### config.mk
export PLATFORM = sky130hd
export DESIGN_NAME = codemem_loader
export DESIGN_NICKNAME = d
export VERILOG_FILES = /design/src/rtl/codemem_loader.sv
export SDC_FILE = /design/constraint.sdc
export NUM_CORES = 1
export LEC_CHECK = 0
export BUFFER_PORTS_ARGS = -buffer_cell sky130_fd_sc_hd__buf_2
export CAP_MARGIN = 10
export CORE_MARGIN = 2
export CORE_UTILIZATION = 34
export CTS_BUF_LIST = sky130_fd_sc_hd__clkbuf_8
export CTS_CLUSTER_SIZE = 25
export DETAILED_ROUTE_END_ITERATION = 7
export PLACE_DENSITY = 0.83
export SLEW_MARGIN = 20
export SYNTH_ARGS = -nofsm -noshare
export SYNTH_HDL_FRONTEND = slang
export SYNTH_SLANG_ARGS = --single-unit
### constraint.sdc
create_clock -name clk -period 1.6 [get_ports clk]
set_input_delay 0.4 -clock clk [delete_from_list [all_inputs] [get_ports clk]]
set_output_delay 0.4 -clock clk [all_outputs]
set_load 0.01 [all_outputs]
### src/rtl/codemem_loader.sv
// -----------------------------------------------------------------------------
// codemem_loader
//
// Sequences code-memory programming for a single BPF VM and gates the CPU's
// instruction fetch. A program arrives as a valid/ready beat stream and is
// written from address 0 upward into the write port of a simple dual-port
// code RAM. Fetch access to the RAM is granted only while a complete program
// is resident.
//
// Ports:
//   clk, rst             clock, synchronous active-high reset
//   load_start           one-cycle pulse requesting a new program load
//   s_data/s_valid/      instruction beat stream from the host loader
//   s_last/s_ready
//   cpu_idle             CPU not executing; code may be overwritten
//   cpu_rd_en/addr       CPU fetch request and program counter
//   prog_valid           complete program resident; CPU may run
//   prog_len             instruction count of the resident program
//   load_err             last load overflowed MAX_INSNS
//   ram_*                every port of the code RAM (shared clock enable,
//                        write port, read address)
// -----------------------------------------------------------------------------
module codemem_loader #(
    parameter int ADDR_WIDTH = 10,
    parameter int DATA_WIDTH = 64,
    parameter int MAX_INSNS  = 256
) (
    input  logic                  clk,
    input  logic                  rst,
    input  logic                  load_start,
    input  logic [DATA_WIDTH-1:0] s_data,
    input  logic                  s_valid,
    input  logic                  s_last,
    output logic                  s_ready,
    input  logic                  cpu_idle,
    input  logic                  cpu_rd_en,
    input  logic [ADDR_WIDTH-1:0] cpu_rd_addr,
    output logic                  prog_valid,
    output logic [ADDR_WIDTH:0]   prog_len,
    output logic                  load_err,
    output logic                  ram_en,
    output logic                  ram_wr_en,
    output logic [ADDR_WIDTH-1:0] ram_wr_addr,
    output logic [DATA_WIDTH-1:0] ram_wr_data,
    output logic [ADDR_WIDTH-1:0] ram_rd_addr
);

    localparam int PW = ADDR_WIDTH + 1;
    // Pointer value of the last slot a program may occupy.
    localparam logic [PW-1:0] LAST_PTR = PW'(MAX_INSNS - 1);

    typedef enum logic [2:0] {
        S_IDLE,
        S_WAIT_CPU,
        S_LOAD,
        S_SKIP,
        S_READY
    } state_t;

    state_t          state_q, state_d;
    logic [PW-1:0]   ptr_q, ptr_d;
    logic [PW-1:0]   prog_len_q, prog_len_d;
    logic            load_err_q, load_err_d;
    logic            prog_valid_q, prog_valid_d;

    always_ff @(posedge clk) begin
        if (rst) begin
            state_q      <= S_IDLE;
            ptr_q        <= '0;
            prog_len_q   <= '0;
            load_err_q   <= 1'b0;
            prog_valid_q <= 1'b0;
        end else begin
            state_q      <= state_d;
            ptr_q        <= ptr_d;
            prog_len_q   <= prog_len_d;
            load_err_q   <= load_err_d;
            prog_valid_q <= prog_valid_d;
        end
    end

    always_comb begin
        state_d    = state_q;
        ptr_d      = ptr_q;
        prog_len_d = prog_len_q;
        load_err_d = load_err_q;

        case (state_q)
            S_IDLE: begin
                if (load_start) state_d = S_WAIT_CPU;
            end
            S_WAIT_CPU: begin
                if (cpu_idle) begin
                    state_d    = S_LOAD;
                    ptr_d      = '0;
                    load_err_d = 1'b0;
                end
            end
            S_LOAD: begin
                // s_ready is high for the whole state, so s_valid alone
                // marks an accepted beat.
                if (s_valid) begin
                    ptr_d = ptr_q + 1'b1;
                    if (s_last) begin
                        prog_len_d = ptr_q + 1'b1;
                        state_d    = S_READY;
                    end else if (ptr_q == LAST_PTR) begin
                        // Program does not fit: drain the rest of it.
                        load_err_d = 1'b1;
                        state_d    = S_SKIP;
                    end
                end
            end
            S_SKIP: begin
                if (s_valid && s_last) state_d = S_IDLE;
            end
            S_READY: begin
                if (load_start) state_d = S_WAIT_CPU;
            end
            default: state_d = S_IDLE;
        endcase

        // Registered copy of "next state is READY" so the flag tracks the
        // state exactly without a combinational decode on the output.
        prog_valid_d = (state_d == S_READY);
    end

    assign s_ready     = (state_q == S_LOAD) || (state_q == S_SKIP);
    assign ram_wr_en   = (state_q == S_LOAD) && s_valid;
    assign ram_wr_addr = ptr_q[ADDR_WIDTH-1:0];
    assign ram_wr_data = s_data;
    assign ram_rd_addr = cpu_rd_addr;
    // Writes only happen while prog_valid is low, so the two enable terms
    // never coincide and the shared clock enable is safe.
    assign ram_en      = ram_wr_en || (cpu_rd_en && prog_valid_q);

    assign prog_valid  = prog_valid_q;
    assign prog_len    = prog_len_q;
    assign load_err    = load_err_q;

endmodule

==> results of run 1 <==
-- flip-flops by register name (all words and copies together), names as in the netlist --
name / cells
ptr_q: 11
prog_valid: 1
load_err: 1
state_q: 3
prog_len: 11
-- per-layer routing --
layer	up-vias	track usage, %	part of all wire, %
li1	614	-	-
met1	566	12.2	37
met3	21	3.41	8.8
met2	62	21.4	51
met4	0	7.93	3.0
met5	-	0	0
-- repair_timing --
item,in CTS,in global routing
gates cloned,0,0
gates resized for setup,4,2
setup buffers,2,1
hold endpoints to repair,0,0
setup endpoints to repair,2,2
-- power by group through the flow --
stage	Clock, mW	Combinational [mW]	Sequential, mW
global route	0.440	0.101	0.692
finish	0.398	0.0902	0.690
global placement	0	0.0810	0.704
detailed placement	0	0.0838	0.704
CTS	0.408	0.0896	0.690
floorplan	0	0.241	0.706
-- kinds of logic after synthesis --
kind of cell,share of synthesized area (%)
flops,28.3
compound gates,11.1
xor+xnor,4.12
fa+ha+maj,0.654
mux,1.05
simple gates,18.1
buf+inv,36.7
-- worst max path at each step --
stage | startpoint | to | slack (ps) | depth (start not counted)
2_1_floorplan | ptr_q[0] | ptr_q[10] | 60 | 6
3_3_place_gp | s_valid | prog_len[4] | 90 | 7
3_5_place_dp | s_valid | prog_len[4] | 10 | 7
4_1_cts | state_q[0] | ram_en | 6 | 4
5_1_grt | state_q[0] | ram_en | -6 | 4
6_report | state_q[0] | ram_en | 50 | 4
-- final cells by class --
cell class | count | area, um^2
fill | 604 | 3810
tap | 72 | 90.1
clock buffer | 3 | 41.3
timing repair buffer | 47 | 277
inverter | 4 | 15.0
multi-input combinational | 107 | 687
sequential | 27 | 544
clock inverter | 1 | 5.00
-- metrics by stage --
| stage | instance area, um^2 | total power [mW] | utilization [%] |
|---|---|---|---|
| floorplan | 1910 | 0.947 | - |
| global placement | 1570 | 0.785 | 28.6 |
| detailed placement | 1570 | 0.788 | 28.6 |
| CTS | 1650 | 1.19 | 30.1 |
| global route | 1660 | 1.23 | 30.3 |
| finish | 1660 | 1.18 | 30.3 |
-- layout by cell type (no fill, tap or decap), drive strengths merged, types with 4 or more instances in the layout --
master / n
o21ai: 5
a21oi: 8
buf: 47
or3: 5
a211oi: 10
inv: 4
a31oi: 6
dfxtp: 27
nand3: 6
nand2: 12
xor2: 8
nor2: 18
-- worst min-delay path, stage by stage --
cell and delay (ps):
buf_2 110, nand2_1 50, a31oi_1 70
==> impl_summary.log, run 1 <==
INFO  metric synth.avg_cell_area = 8.24 um^2
INFO  metric synth_edf_count = 0
INFO  metric drc_errors = 0
INFO  metric worst_hold_slack = 389 ps
INFO  metric stdcell_count = 261
INFO  metric antenna_diodes = 0
INFO  metric timing.final.max_slew_violations = 0
INFO  metric reg2reg_to = ptr_q[10]
INFO  metric detailedRoute.firstIterationViolations = 73
INFO  metric cell_row_count = 27
INFO  metric ant_nets = 0
INFO  metric headroom_to_the_max_slew_limit = 68.2%
INFO  metric synth_fp_nets = 314
INFO  metric timing.clock.skew = 5.17 ps
INFO  metric setup_repair_after_global_routing_missed_its_margin = yes
INFO  metric overflow = 0
INFO  metric clkPwrFrac = between 30% and 40%
INFO  metric maximum_number_of_pins_on_one_net_before_global_route_repair = 28
INFO  metric internal_reg_to_reg_setup_slack = 120 ps
INFO  metric setup_viol = 0
INFO  metric antenna_found_initial = 0
INFO  metric synth_area_leaders = buf_4 (34%), dfxtp_1 (28%), a211oi_1 (3.9%)
INFO  metric detail_route.first_pass.iterations = 4
INFO  metric clk-insertion-delay-late = 280 ps
INFO  metric fp.dieArea = 6240 um^2
INFO  metric path_clk_slew = 90 ps
INFO  metric fin_setup_tns = 0 ps
INFO  metric layout_min_cycle_time = 1550 ps
INFO  metric most_frequent_cell_after_synthesis = buf_4
INFO  metric detail_route.wl_per_cell = 14.6 um
INFO  metric place_congestion = 0.774
INFO  metric syn-instance-count = 232
INFO  metric synth-seq-area-share = between 20% and 30%
INFO  metric power.share.sequential = 58.5%
INFO  metric htree_num_levels = 1
INFO  metric synth_largest_area_cell = buf_4
INFO  metric first_pass_grt_wire_length = around 6000 um
INFO  metric synth_top_flop_cell = dfxtp_1
INFO  metric synthesis.area = ~1900 um^2
INFO  metric boundaryPins = 181
INFO  metric netsw = 0.284 mW
INFO  metric route.final.wire_length = 3820 um
INFO  metric worstReg2RegStart = ptr_q[0]
INFO  metric critical_path_buffer_and_inverter_count = 2
INFO  metric cpPeakStageDelay = 340 ps
INFO  metric vias_in_the_first_global_route = 1236
INFO  metric setup.worst_path.end_class = primary output
INFO  metric routed_via_density = 4.84
INFO  metric gate_family_responsible_for_the_most_delay_along_the_worst_path = flip-flops
INFO  metric crit_type = reg2out
INFO  metric worst_slack = 54.2 ps
INFO  metric core = 5470 um^2
INFO  metric cp-start-kind = register
INFO  metric power.combinational.fraction = ~7.7%
INFO  metric cp.required = 1200 ps
INFO  metric netlist.area_leader.share = 33.8%
INFO  metric max_freq = 647 MHz
INFO  metric layout-drive-gt1-share = 32.8%
INFO  metric max_cap_viol_count = 0
INFO  metric dp_slack = 13.9 ps
INFO  metric cp_cell_sequence = nand4bb_4 > buf_6 > nand2_1 > buf_2
INFO  metric max-vdd-ir-drop = approximately 290 uV
INFO  metric count_of_hold_fix_buffers_inserted_at_cts = 0
INFO  metric synth.cells.most_frequent = buf_4 (86), dfxtp_1 (27), nor2_1 (17), nand2_1 (12), a211oi_1 (10)
INFO  metric synth-seq-cells = 27
INFO  metric p_sw_share = ~24%
INFO  metric worst_r2r_path_depth = 5
INFO  metric cts_made_buffers = 3
INFO  metric die_width = 79.0 um
INFO  metric hold_path_origin = load_start
INFO  metric clk_root_buffer_cell = clkbuf_8
INFO  metric die_y = 79.0 um
INFO  metric global_route.usage.total = 12.0%
INFO  metric power.density = 710 nW/um^2
INFO  metric static-leakage-power = 0.695 nW
INFO  metric post_synth_num_cell_types = 37
INFO  metric critical_path_peak_fanout = 4
INFO  metric num_vias = 1263
INFO  metric cts_tree = yes
INFO  metric cts_buffer_depth = 2
INFO  metric detailedPlacementHpwl = 2890 um
INFO  metric internal_power = 0.895 mW
INFO  metric initial_utilization = 34.9%
INFO  metric worst_ep_arrival_time = 1150 ps
INFO  metric finalHoldViolCount = 0
INFO  metric num-nets-final = between 200 and 300
INFO  metric syn_to_final_growth = -13.2%
INFO  metric cts.sinks = 27
INFO  metric port_buffers = 32
INFO  metric whs_endpoint = state_q[0]
INFO  metric run_status = finished clean
INFO  metric postSynth.asyncResetShare = 0%
INFO  metric max_slew.worst_pin.slew = 477 ps
INFO  metric holdCritPathClass = in2reg
INFO  metric hold_path_cell_cnt = 3
INFO  metric final.period_utilization = a little over nine tenths
INFO  metric yosys_warnings = 0
INFO  metric number_of_instances_in_the_placed_design = about 250
INFO  metric timing.critical_path.slowest_stage_cell = dfxtp_2
Note: power is estimated with default switching activity, not from simulation.
==> inputs of run 2 (changes only) <==
CORE_ASPECT_RATIO = 1.4   (was unset)
==> impl_summary.log, run 2 (synthesized netlist as in run 1, its figures left out) <==
INFO  metric run_status = finished clean (unchanged)
INFO  metric internal_reg_to_reg_setup_slack = 110 ps (was 120 ps)
INFO  metric syn_to_final_growth = -11.5% (was -13.2%)
INFO  metric timing.final.max_slew_violations = 0 (unchanged)
INFO  metric route.final.wire_length = 5080 um (was 3820 um)
INFO  metric die_y = 92.7 um (was 79.0 um)
INFO  metric cp.required = 1200 ps (about the same)
INFO  metric setup_repair_after_global_routing_missed_its_margin = no (was yes)
INFO  metric headroom_to_the_max_slew_limit = 66.5% (was 68.2%)
INFO  metric worst_hold_slack = 407 ps (was 389 ps)
INFO  metric critical_path_peak_fanout = 10 (was 4)
INFO  metric ant_nets = 0 (unchanged)
INFO  metric maximum_number_of_pins_on_one_net_before_global_route_repair = 28 (unchanged)
INFO  metric global_route.usage.total = 15.8% (was 12.0%)
INFO  metric overflow = 0 (unchanged)
INFO  metric timing.clock.skew = 3.25 ps (was 5.17 ps)
INFO  metric dp_slack = 56.7 ps (was 13.9 ps)
INFO  metric cts_tree = yes (unchanged)
INFO  metric detail_route.first_pass.iterations = 4 (unchanged)
INFO  metric worstReg2RegStart = ptr_q[0] (unchanged)
INFO  metric cp-start-kind = register (unchanged)
INFO  metric cts.sinks = 27 (unchanged)
INFO  metric core = 5490 um^2 (was 5470 um^2)
INFO  metric clk_root_buffer_cell = clkbuf_8 (unchanged)
INFO  metric final.period_utilization = 97.5% (was 96.6%)
INFO  metric detailedRoute.firstIterationViolations = 128 (was 73)
INFO  metric setup.worst_path.start = state_q[0] (unchanged)
INFO  metric fp.dieArea = 6250 um^2 (was 6240 um^2)
INFO  metric max_freq = 641 MHz (was 647 MHz)
INFO  metric drc_errors = 0 (unchanged)
INFO  metric holdCritPathClass = in2reg (unchanged)
INFO  metric first_pass_grt_wire_length = 7180 um (was 5980 um)
INFO  metric most-common-layout-cells = buf_2 (31), dfxtp_1 (24), nor2_1 (17) (was buf_2 (32), dfxtp_1 (24), nor2_1 (17))
INFO  metric fin_setup_tns = 0 ps (unchanged)
INFO  metric cell_row_count = 32 (was 27)
INFO  metric cts_buffer_depth = 2 (unchanged)
INFO  metric number_of_instances_in_the_placed_design = 251 (was 254)
INFO  metric layout-drive-gt1-share = 33.5% (was 32.8%)
INFO  metric initial_utilization = 34.9% (about the same)
INFO  metric antenna_diodes = 0 (unchanged)
INFO  metric max_cap_viol_count = 0 (unchanged)
INFO  metric port_buffers = 32 (unchanged)
INFO  metric htree_num_levels = 1 (unchanged)
INFO  metric detailedPlacementHpwl = 4210 um (was 2890 um)
INFO  metric die_width = 67.4 um (was 79.0 um)
INFO  metric worst_setup_path_endpoint = ram_en (unchanged)
INFO  metric detail_route.wl_per_cell = 19.6 um (was 14.6 um)
INFO  metric antenna_found_initial = 0 (unchanged)
INFO  metric cts_made_buffers = 3 (unchanged)
INFO  metric max_slew.worst_pin.slew = 503 ps (was 477 ps)
INFO  metric static-leakage-power = 0.711 nW (was 0.695 nW)
INFO  metric setup_viol = 0 (unchanged)
INFO  metric routed_via_density = 5.13 (was 4.84)
INFO  metric vias_in_the_first_global_route = 1281 (was 1236)
INFO  metric boundaryPins = 181 (unchanged)
INFO  metric clk-insertion-delay-late = 260 ps (was 280 ps)
INFO  metric mostFrequentLayoutCell = buf_2 (unchanged)
INFO  metric stdcell_count = 259 (was 261)
INFO  metric worst_r2r_path_depth = 5 (unchanged)
INFO  metric power.density = 693 nW/um^2 (was 710 nW/um^2)
INFO  metric path_clk_slew = 90 ps (about the same)
INFO  metric finalHoldViolCount = 0 (unchanged)
INFO  metric worst_ep_arrival_time = 1160 ps (was 1150 ps)
INFO  metric place_congestion = 0.815 (was 0.774)
INFO  metric reg2reg_to = ptr_q[10] (unchanged)
INFO  metric num-nets-final = 274 (was 272)
INFO  metric num_vias = 1328 (was 1263)
INFO  metric globalRoute.busiestLayer = met2 (unchanged)
INFO  metric setup.worst_path.end_class = primary output (unchanged)
INFO  metric grtUsageMet2 = 26.4% (was 21.4%)
INFO  metric worst_slack = 39.4 ps (was 54.2 ps)
INFO  metric grtUsageMet1 = 10.8% (was 12.2%)
INFO  metric max-vdd-ir-drop = 433 uV (was 286 uV)
INFO  metric layout_min_cycle_time = 1560 ps (was 1550 ps)
INFO  metric grt.met3_usage = 13.5% (was 3.41%)
INFO  metric fillCellCount = 576 (was 604)
INFO  metric crit_type = reg2out (unchanged)
## run 2: cell count changes in the layout (fill, tap and decap cells not counted)
cell    before  now
and4_2       1    0
buf_2       32   31
buf_12       0    1
buf_6        1    3
and4_4       2    3
## run 2: worst min-delay path by stage
| stage | startpoint | to | slack (ps) | cells past startpoint |
|---|---|---|---|---|
| 2_1_floorplan | load_err | load_err | 480 | 2 |
| 3_3_place_gp | load_err | load_err | 450 | 2 |
| 3_5_place_dp | load_err | load_err | 450 | 2 |
| 4_1_cts | load_start | state_q[0] | 420 | 3 |
| 5_1_grt | load_start | state_q[0] | 430 | 3 |
| 6_report | load_start | state_q[0] | 410 | 3 |
## run 2: final cells by class
cell class                 count  area, um^2  area share [%]
clock inverter                 1        5.00           0.296
inverter                       4        15.0           0.887
tap                           68        85.1            5.03
multi-input combinational    107         688            40.7
clock buffer                   3        41.3            2.44
sequential                    27         544            32.2
timing repair buffer          49         314            18.6
## run 2: through the flow
| stage | area [um^2] | util, % | total power [mW] |
|---|---|---|---|
| after floorplan | 1910 | - | 0.947 |
| after global placement | 1580 | 28.8 | 0.788 |
| after detailed placement | 1580 | 28.8 | 0.790 |
| after CTS | 1650 | 30.1 | 1.17 |
| after global routing | 1690 | 30.9 | 1.22 |
| final | 1690 | 30.9 | 1.17 |
## run 2: timing repair
| item | 4_1_cts | 5_1_grt |
|---|---|---|
| hold buffers | 0 | 0 |
| cloned | 0 | 0 |
| gates resized for setup | 4 | 6 |
| pin swaps | 1 | 1 |
| setup buffers | 0 | 4 |
| setup endpoints to repair | 2 | 6 |
## run 2: critical path: stages, from the launching register on
cell and delay (ps):
dfxtp_2 340, nand4bb_4 230, buf_6 160, nand2_1 50, buf_2 120
## run 2: layer usage
metal / part of all wire, % / routed length, um
met3: 20 / 1000
met2: 47 / 2400
met5: 0 / 0
met1: 25 / 1290
met4: 7.6 / 386
## run 2: where the power goes
group          switching, mW  internal (mW)
Combinational         0.0566         0.0445
Sequential           0.00718          0.682
Clock                  0.208          0.174
Total                  0.272          0.900
==> inputs of run 3 (changes only) <==
CORE_MARGIN = unset   (was 2)
==> impl_summary.log, run 3 (synthesized netlist as in run 1, its figures left out) <==
INFO  metric htree_num_levels = 1 (unchanged)
INFO  metric final.period_utilization = 98.4% (was 97.5%)
INFO  metric count_of_hold_fix_buffers_inserted_at_cts = 0 (unchanged)
INFO  metric detailedRoute.firstIterationViolations = 69 (was 128)
INFO  metric worst_hold_slack = 392 ps (was 407 ps)
INFO  metric static-leakage-power = 0.692 nW (was 0.711 nW)
INFO  metric antenna_diodes = 0 (unchanged)
INFO  metric clk_root_buffer_cell = clkbuf_8 (unchanged)
INFO  metric routed_via_density = 5.06 (was 5.13)
INFO  metric initial_utilization = 36.2% (was 34.9%)
INFO  metric finalPower = 1.17 mW (about the same)
INFO  metric critical_path_peak_fanout = 3 (was 10)
INFO  metric worst_slack = 26.3 ps (was 39.4 ps)
INFO  metric maximum_number_of_pins_on_one_net_before_global_route_repair = 28 (unchanged)
INFO  metric crit_type = reg2out (unchanged)
INFO  metric timing.final.max_slew_violations = 0 (unchanged)
INFO  metric num_vias = 1285 (was 1328)
INFO  metric finalHoldViolCount = 0 (unchanged)
INFO  metric max_cap_viol_count = 0 (unchanged)
INFO  metric cts_buffer_depth = 2 (unchanged)
INFO  metric dp_slack = 54.3 ps (was 56.7 ps)
INFO  metric port_buffers = 32 (unchanged)
INFO  metric max_slew.worst_pin.slew = 471 ps (was 503 ps)
INFO  metric route.final.wire_length = 4540 um (was 5080 um)
INFO  metric holdCritPathClass = in2reg (unchanged)
INFO  metric die_width = 65.4 um (was 67.4 um)
INFO  metric core = 5280 um^2 (was 5490 um^2)
INFO  metric worst_ep_arrival_time = 1170 ps (was 1160 ps)
INFO  metric layout-drive-gt1-share = 31.4% (was 33.5%)
INFO  metric cp.required = 1200 ps (about the same)
INFO  metric run_status = finished clean (unchanged)
INFO  metric cell_row_count = 31 (was 32)
INFO  metric place_congestion = 0.856 (was 0.815)
INFO  metric max-vdd-ir-drop = 305 uV (was 433 uV)
INFO  metric vias_in_the_first_global_route = 1198 (was 1281)
INFO  metric detailedPlacementHpwl = 3620 um (was 4210 um)
INFO  metric cp_cell_sequence = nand4bb_4 > buf_6 > nand2_1 > buf_2 (unchanged)
INFO  metric setup.worst_path.end_class = primary output (unchanged)
INFO  metric fp.dieArea = 5930 um^2 (was 6250 um^2)
INFO  metric antenna_found_initial = 0 (unchanged)
INFO  metric detail_route.first_pass.iterations = 4 (unchanged)
INFO  metric syn_to_final_growth = -13.4% (was -11.5%)
INFO  metric ant_nets = 0 (unchanged)
INFO  metric detail_route.wl_per_cell = 17.9 um (was 19.6 um)
INFO  metric max_freq = 635 MHz (was 641 MHz)
INFO  metric global_route.usage.total = 15.0% (was 15.8%)
INFO  metric mostFrequentLayoutCell = buf_2 (unchanged)
INFO  metric cp-start-kind = register (unchanged)
INFO  metric number_of_instances_in_the_placed_design = 248 (was 251)
INFO  metric cts_made_buffers = 3 (unchanged)
INFO  metric cpPeakStageDelay = 340 ps (about the same)
INFO  metric timing.critical_path.slowest_stage_cell = dfxtp_2 (unchanged)
INFO  metric cts.sinks = 27 (unchanged)
INFO  metric cts_tree = yes (unchanged)
INFO  metric layout_min_cycle_time = 1570 ps (was 1560 ps)
INFO  metric setup_viol = 0 (unchanged)
INFO  metric first_pass_grt_wire_length = 6620 um (was 7180 um)
INFO  metric clk-insertion-delay-late = 280 ps (was 260 ps)
INFO  metric headroom_to_the_max_slew_limit = 68.6% (was 66.5%)
INFO  metric num-nets-final = 271 (was 274)
INFO  metric stdcell_count = 254 (was 259)
INFO  metric most-common-layout-cells = buf_2 (32), dfxtp_1 (25), nor2_1 (17) (was buf_2 (31), dfxtp_1 (24), nor2_1 (17))
INFO  metric boundaryPins = 181 (unchanged)
INFO  metric drc_errors = 0 (unchanged)
INFO  metric timing.clock.skew = 2.58 ps (was 3.25 ps)
INFO  metric die_y = 90.7 um (was 92.7 um)
INFO  metric power.density = 707 nW/um^2 (was 693 nW/um^2)
INFO  metric path_clk_slew = 90 ps (about the same)
INFO  metric overflow = 0 (unchanged)
-- run 3: cell types whose count changed in the layout (fill, tap and decap cells not counted), sizes merged --
cell    delta
inv        +1
buf        -3
clkinv     -1
-- run 3: layout make-up --
type,count,area (um^2)
Fill cell,562,3620
Multi-Input combinational cell,107,687
Sequential cell,27,543
Timing Repair Buffer,46,282
Tap cell,66,82.6
Clock buffer,3,41.3
Inverter,4,17.5
Clock inverter,1,3.75
-- run 3: through the flow --
stage	TNS, ps	util [%]	instance area, um^2
final	0	31.4	1660
after global routing	-8.18	31.4	1660
after CTS	0	31.0	1640
after detailed placement	0	29.8	1570
after global placement	0	29.8	1570
after floorplan	0	-	1910
-- run 3: worst paths after layout --
path | from | to | slack, ps | cells past startpoint
worst max-delay path | state_q[0] | ram_en | 30 | 4
worst min-delay path | load_start | state_q[0] | 390 | 3
worst max register to register | state_q[0] | ptr_q[7] | 150 | 5
worst min register to register | load_err | load_err | 480 | 2
-- run 3: timing repair --
item	CTS	global route
buffers inserted	0	2
gates resized for setup	3	3
hold endpoints to repair	0	0
endpoints found under the setup margin	2	3
-- run 3: power breakdown --
part / switching (mW) / total (mW) / internal (mW)
Sequential: 0.00784 / 0.690 / 0.682
Clock: 0.214 / 0.387 / 0.173
Combinational: 0.0546 / 0.0942 / 0.0397
-- run 3: critical path, delay by kind of cell, from the launching register on --
kind | cells | cell delay [ps]
flip-flops | 1 | 340
AND/OR/NAND/NOR | 2 | 290
buffers and inverters | 2 | 270
-- run 3: per-layer routing --
metal	vias up	wire length, um	global-route usage [%]
met3	39	834	11.1
li1	607	-	-
met5	-	0	0
met2	81	2190	23.9
met4	0	246	11.2
met1	558	1270	12.3
